--- src/rtl/noc_rr_switch_alloc.sv ---
// Round-robin switch allocator with registered valid/ready output slots for the 3-port NoC router.
// Each output picks one requesting input per cycle. Malformed head flits are popped and counted.
module noc_rr_switch_alloc #(
  parameter int DW    = 16,
  parameter int CNT_W = 8
) (
  input  logic             clk,
  input  logic             reset,
  input  logic             emptyE,
  input  logic             emptyW,
  input  logic             emptyL,
  input  logic [DW-1:0]    headE,
  input  logic [DW-1:0]    headW,
  input  logic [DW-1:0]    headL,
  output logic             popE,
  output logic             popW,
  output logic             popL,
  input  logic             out_readyE,
  input  logic             out_readyW,
  input  logic             out_readyL,
  output logic             out_validE,
  output logic             out_validW,
  output logic             out_validL,
  output logic [DW-1:0]    out_dataE,
  output logic [DW-1:0]    out_dataW,
  output logic [DW-1:0]    out_dataL,
  output logic [CNT_W-1:0] drop_cnt
);

  localparam int NP = 3;

  logic [NP-1:0]    empty;
  logic [NP-1:0]    ready;
  logic [NP-1:0]    req;
  logic [NP-1:0]    drop;
  logic [NP-1:0]    pop;
  logic [NP-1:0]    gnt_vld;
  logic [NP-1:0]    out_valid;
  logic [DW-1:0]    head     [NP];
  logic [1:0]       dest     [NP];
  logic [1:0]       gnt_idx  [NP];
  logic [DW-1:0]    out_data [NP];
  logic [CNT_W-1:0] drop_cnt_reg;
  logic [CNT_W-1:0] drop_cnt_next;
  logic [CNT_W+1:0] drop_sum;

  assign empty   = {emptyL, emptyW, emptyE};
  assign ready   = {out_readyL, out_readyW, out_readyE};
  assign head[0] = headE;
  assign head[1] = headW;
  assign head[2] = headL;

  // Index k steps after p, wrapping over the three ports.
  function automatic logic [1:0] rr_next(input logic [1:0] p, input int k);
    int s;
    s = (int'(p) + k) % NP;
    return s[1:0];
  endfunction

  genvar gi;
  generate
    for (gi = 0; gi < NP; gi++) begin : g_in
      assign dest[gi] = head[gi][2:1];
      assign req[gi]  = !empty[gi] && head[gi][0] && (head[gi][2:1] != 2'b11);
      assign drop[gi] = !empty[gi] && !req[gi];
    end

    for (gi = 0; gi < NP; gi++) begin : g_out
      logic          free;
      logic          g_vld;
      logic [1:0]    g_idx;
      logic          valid_reg;
      logic [DW-1:0] data_reg;
      logic [1:0]    ptr_reg;

      assign free = !valid_reg || ready[gi];

      // Search starts just after the last winner, so the last winner is tried last.
      always_comb begin
        logic [1:0] cand;
        g_vld = 1'b0;
        g_idx = 2'd0;
        cand  = 2'd0;
        for (int k = 1; k <= NP; k++) begin
          cand = rr_next(ptr_reg, k);
          if (!g_vld && free && req[cand] && dest[cand] == 2'(gi)) begin
            g_vld = 1'b1;
            g_idx = cand;
          end
        end
      end

      always_ff @(posedge clk or posedge reset) begin
        if (reset) begin
          valid_reg <= 1'b0;
          data_reg  <= '0;
          ptr_reg   <= 2'd2;
        end else if (g_vld) begin
          valid_reg <= 1'b1;
          data_reg  <= head[g_idx];
          ptr_reg   <= g_idx;
        end else if (ready[gi]) begin
          valid_reg <= 1'b0;
        end
      end

      assign gnt_vld[gi]  = g_vld;
      assign gnt_idx[gi]  = g_idx;
      assign out_valid[gi] = valid_reg;
      assign out_data[gi]  = data_reg;
    end
  endgenerate

  always_comb begin
    pop = drop;
    for (int i = 0; i < NP; i++) begin
      for (int o = 0; o < NP; o++) begin
        if (gnt_vld[o] && gnt_idx[o] == 2'(i)) pop[i] = 1'b1;
      end
    end
    pop = pop & {NP{!reset}};
  end

  always_comb begin
    drop_sum = {2'b00, drop_cnt_reg};
    for (int i = 0; i < NP; i++) drop_sum = drop_sum + (CNT_W+2)'(drop[i]);
    if (drop_sum > {2'b00, {CNT_W{1'b1}}}) drop_cnt_next = {CNT_W{1'b1}};
    else drop_cnt_next = drop_sum[CNT_W-1:0];
  end

  always_ff @(posedge clk or posedge reset) begin
    if (reset) drop_cnt_reg <= '0;
    else drop_cnt_reg <= drop_cnt_next;
  end

  assign popE       = pop[0];
  assign popW       = pop[1];
  assign popL       = pop[2];
  assign out_validE = out_valid[0];
  assign out_validW = out_valid[1];
  assign out_validL = out_valid[2];
  assign out_dataE  = out_data[0];
  assign out_dataW  = out_data[1];
  assign out_dataL  = out_data[2];
  assign drop_cnt   = drop_cnt_reg;

endmodule

--- config.mk ---
export PLATFORM = sky130hd
export DESIGN_NAME = noc_rr_switch_alloc
export DESIGN_NICKNAME = d
export VERILOG_FILES = /design/src/rtl/noc_rr_switch_alloc.sv
export SDC_FILE = /design/constraint.sdc
export NUM_CORES = 1
export LEC_CHECK = 0
export ABC_AREA = 1
export CORE_MARGIN = 2
export CORE_UTILIZATION = 52
export CTS_CLUSTER_DIAMETER = 120
export CTS_CLUSTER_SIZE = 20
export DETAILED_ROUTE_END_ITERATION = 6
export PLACE_DENSITY = 0.87
export SYNTH_ARGS = -nofsm -noshare
export SYNTH_HDL_FRONTEND = slang
export SYNTH_SLANG_ARGS = --single-unit
--- constraint.sdc ---
create_clock -name clk -period 4.59 [get_ports clk]
set_input_delay 0.459 -clock clk [delete_from_list [all_inputs] [get_ports clk]]
set_output_delay 0.459 -clock clk [all_outputs]
set_load 0.01 [all_outputs]
==> flow_metrics.py <==
metrics = {
    "run_status": {
        "status": "completed",
    },
    "setup_path": {
        "worstPathMaxFanout": 15,
        "critical-path-top-delay-family": "simple AND/OR/NAND/NOR gates",
        "critPathCaptureType": "output port",
        "cp_slowest_cell": "clkdlybuf4s50_1",
        "arrival_ns": 3.63,
        "worstPathBufferInverterCount": 3,
        "cp_data_required_time_ns": 4.13,
        "crit_path_start_kind": "register",
        "crit_path_max_incr_delay_ns": 0.54,
        "path_class": "register to output port",
        "path_cells": "inv_1, ha_1, inv_1, nand3_1, a21oi_1, nand2_1, nand2_1, nor2_1, nand3_1, nand2_1, nor2_1, nand2_1, nand3_1, nor2_1, nor2_1, clkdlybuf4s50_1",
    },
    "timing": {
        "tightest_slew_ns": 1.01,
        "final_max_slew_viol_count": 0,
        "max_freq_mhz": 245,
        "fin_skew_ns": 0.0113,
        "finalCriticalPeriod_ns": 4.08,
        "timing.final.crit_share_pct": 89.0,
        "hold_viol": 0,
        "rsz0062_at_grt": "false",
        "finalWorstSetupSlack_ns": 0.505,
        "fin_setup_tns_ns": 0,
        "slew_headroom_pct": 32.4,
        "setup_viol": 0,
        "whs_ns": 0.480,
    },
    "flow_run": {
        "maxCapViolCount": 0,
    },
    "layout": {
        "layout-drive-gt1-share_pct": 9.08,
        "nets": 755,
        "utilization_pct": 74.3,
        "syn_to_final_growth_pct": 36.9,
        "antenna_cells": 0,
    },
    "clock_network": {
        "cts_buffers": 9,
        "cts_hold_buf": 0,
        "cts.reportedPaths.clkPinSlew_ns": 0.09,
        "post_cts_resized": 0,
        "insertion_delay_ns": 0.35,
        "htreeDepth": 3,
        "cts_sinks": 65,
        "cts_tree": "yes",
        "cts.path.max_buffers": 2,
        "root_buffer": "clkbuf_8",
        "post_cts_buffers": 0,
    },
    "hold_path": {
        "min_path_type": "register to register",
    },
    "floorplanning": {
        "rows": 31,
        "start_util_pct": 54.3,
        "boundaryPins": 118,
        "core_sq_um": 7370,
        "dieArea_sq_um": 8410,
        "die_x_um": 91.7,
        "dieHeight_um": 91.7,
    },
    "pwr": {
        "p_leak_nw": 2.66,
        "power_density_nw_per_um2": 909,
        "ir_drop_mv": 0.539,
    },
    "synthesis": {
        "synthesis.nets": 635,
        "synth_most_common_cell": "nand2_1",
        "syn_area_per_cell_sq_um": 7.03,
        "ys_types": 34,
        "yosysTopAreaCellShare_pct": 38.8,
        "ys.flop_type": "dfrtp_1",
        "syn_area_sq_um": 4000,
        "ys_top_cells_by_count": "189 x nand2_1, 62 x dfrtp_1, 59 x inv_1, 58 x nor2_1, 50 x nand3_1",
        "async_flop_share_pct": 100,
        "ys_top_cells_by_area": "dfrtp_1 39%, nand2_1 18%, nand3_1 6.3%, inv_1 5.5%, nor2_1 5.4%",
        "synth-edff-count": 0,
        "yosysSeqAreaShare_pct": 40.8,
        "synth_seq_cells": 65,
        "synthCells": 569,
        "yosysTopAreaCell": "dfrtp_1",
        "yosysWarnings": 0,
    },
    "route": {
        "vias_per_cell": 5.66,
        "wl_per_cell_um": 16.6,
        "vias": 4487,
        "routed_wl_um": 13200,
        "route.antenna.remaining_nets": 0,
        "dr.pass1.iters": 5,
        "drt_iter0_markers": 548,
        "drc": 0,
    },
    "placed_design": {
        "portBuffers": 117,
        "hpwl_um": 9180,
        "gp_congestion": 0.923,
        "dp_slack_ns": 0.756,
    },
    "global_route": {
        "antenna_found_initial": 0,
        "overflow": 0,
        "grt_use_total_pct": 31.0,
        "grt_pass1_wl_um": 20700,
        "first_global_vias": 4285,
        "grt_max_degree": 47,
    },
}
## where the power goes
part	internal (mW)	switching (mW)	leakage, nW
clock network	0.309	0.255	0.111
registers	0.876	0.168	0.750
logic	1.25	2.13	1.80
## cell type report
class | instances | area (sq um)
fill | 555 | 1890
inverter | 71 | 267
tap | 99 | 124
timing repair buffer | 123 | 1220
clock buffer | 10 | 128
multi-input combinational | 419 | 2020
clock inverter | 6 | 91.3
sequential | 65 | 1630
## path summary, 6_finish.rpt
check | start | to | slack, ns | cells past startpoint
max in group asynchronous | reset | g_out[2].ptr_reg[1]$_DFFE_PP1P_ | 2.88 | 3
min in group asynchronous | reset | out_dataW[10]$_DFFE_PP0P_ | 0.79 | 2
min | out_dataE[0]$_DFFE_PP0P_ | out_dataE[0]$_DFFE_PP0P_ | 0.48 | 1
max reg2reg | g_out[1].ptr_reg[0]$_DFFE_PP0P_ | out_dataW[4]$_DFFE_PP0P_ | 1.65 | 15
min reg2reg | out_dataE[0]$_DFFE_PP0P_ | out_dataE[0]$_DFFE_PP0P_ | 0.48 | 1
max | g_out[1].ptr_reg[0]$_DFFE_PP0P_ | popE | 0.51 | 16
## cell families after synthesis
logic type               synth area share, %
AO/OA/AOI/OAI                           9.45
XOR/XNOR                               0.657
adder cells (fa/ha/maj)                 3.50
buffers and inverters                   8.70
flip-flops                              40.8
AND/OR/NAND/NOR                         36.9
## cells in the final DEF (no fill, tap or decap), types with 3 or more instances in the layout
cell / synthesis / routed
clkbuf_8: 0 / 9
nor2_4: 6 / 6
ha_1: 8 / 8
dfrtp_1: 62 / 62
o21ai_0: 6 / 6
inv_1: 59 / 58
xor2_1: 3 / 3
dfstp_2: 3 / 3
nand3_1: 50 / 50
nor2_1: 58 / 58
or2_2: 7 / 7
inv_2: 10 / 11
o21ai_1: 6 / 6
nand2_1: 189 / 189
clkdlybuf4s50_1: 0 / 117
nand2_2: 4 / 4
nand4_1: 11 / 11
nand3b_1: 4 / 4
a21oi_1: 40 / 40
nor2_2: 7 / 7
a22oi_1: 6 / 6
buf_4: 3 / 6
## per-layer routing
layer	up-vias	global-route usage [%]	wire (um)	share of wire [%]
met1	2045	39.6	4980	38
met4	0	13.8	529	4.0
li1	2044	-	-	-
met2	332	50.6	6150	47
met5	-	0	0	0
met3	66	6.66	1490	11
## stage by stage
| step | area [sq um] | cells | power (mW) |
|---|---|---|---|
| after floorplan | 4000 | 569 | 3.11 |
| after global placement | 5260 | 777 | 4.15 |
| after detailed placement | 5260 | 777 | 4.28 |
| after CTS | 5480 | 793 | 4.88 |
| after global routing | 5480 | 793 | 5.28 |
| final | 5480 | 793 | 4.98 |
## worst reg2reg max path: stages, from the launching register on
cell     delay (ns)
dfrtp_1        0.40
inv_1          0.06
ha_1           0.33
inv_1          0.16
nand3_1        0.10
a21oi_1        0.19
nand2_1        0.15
nand2_1        0.13
nor2_1         0.06
nand3_1        0.07
nand2_1        0.40
nor2_1         0.30
nand2_1        0.15
inv_2          0.18
nand2_1        0.08
nand3_1        0.11
No activity file was read; power rests on OpenSTA's default activity.
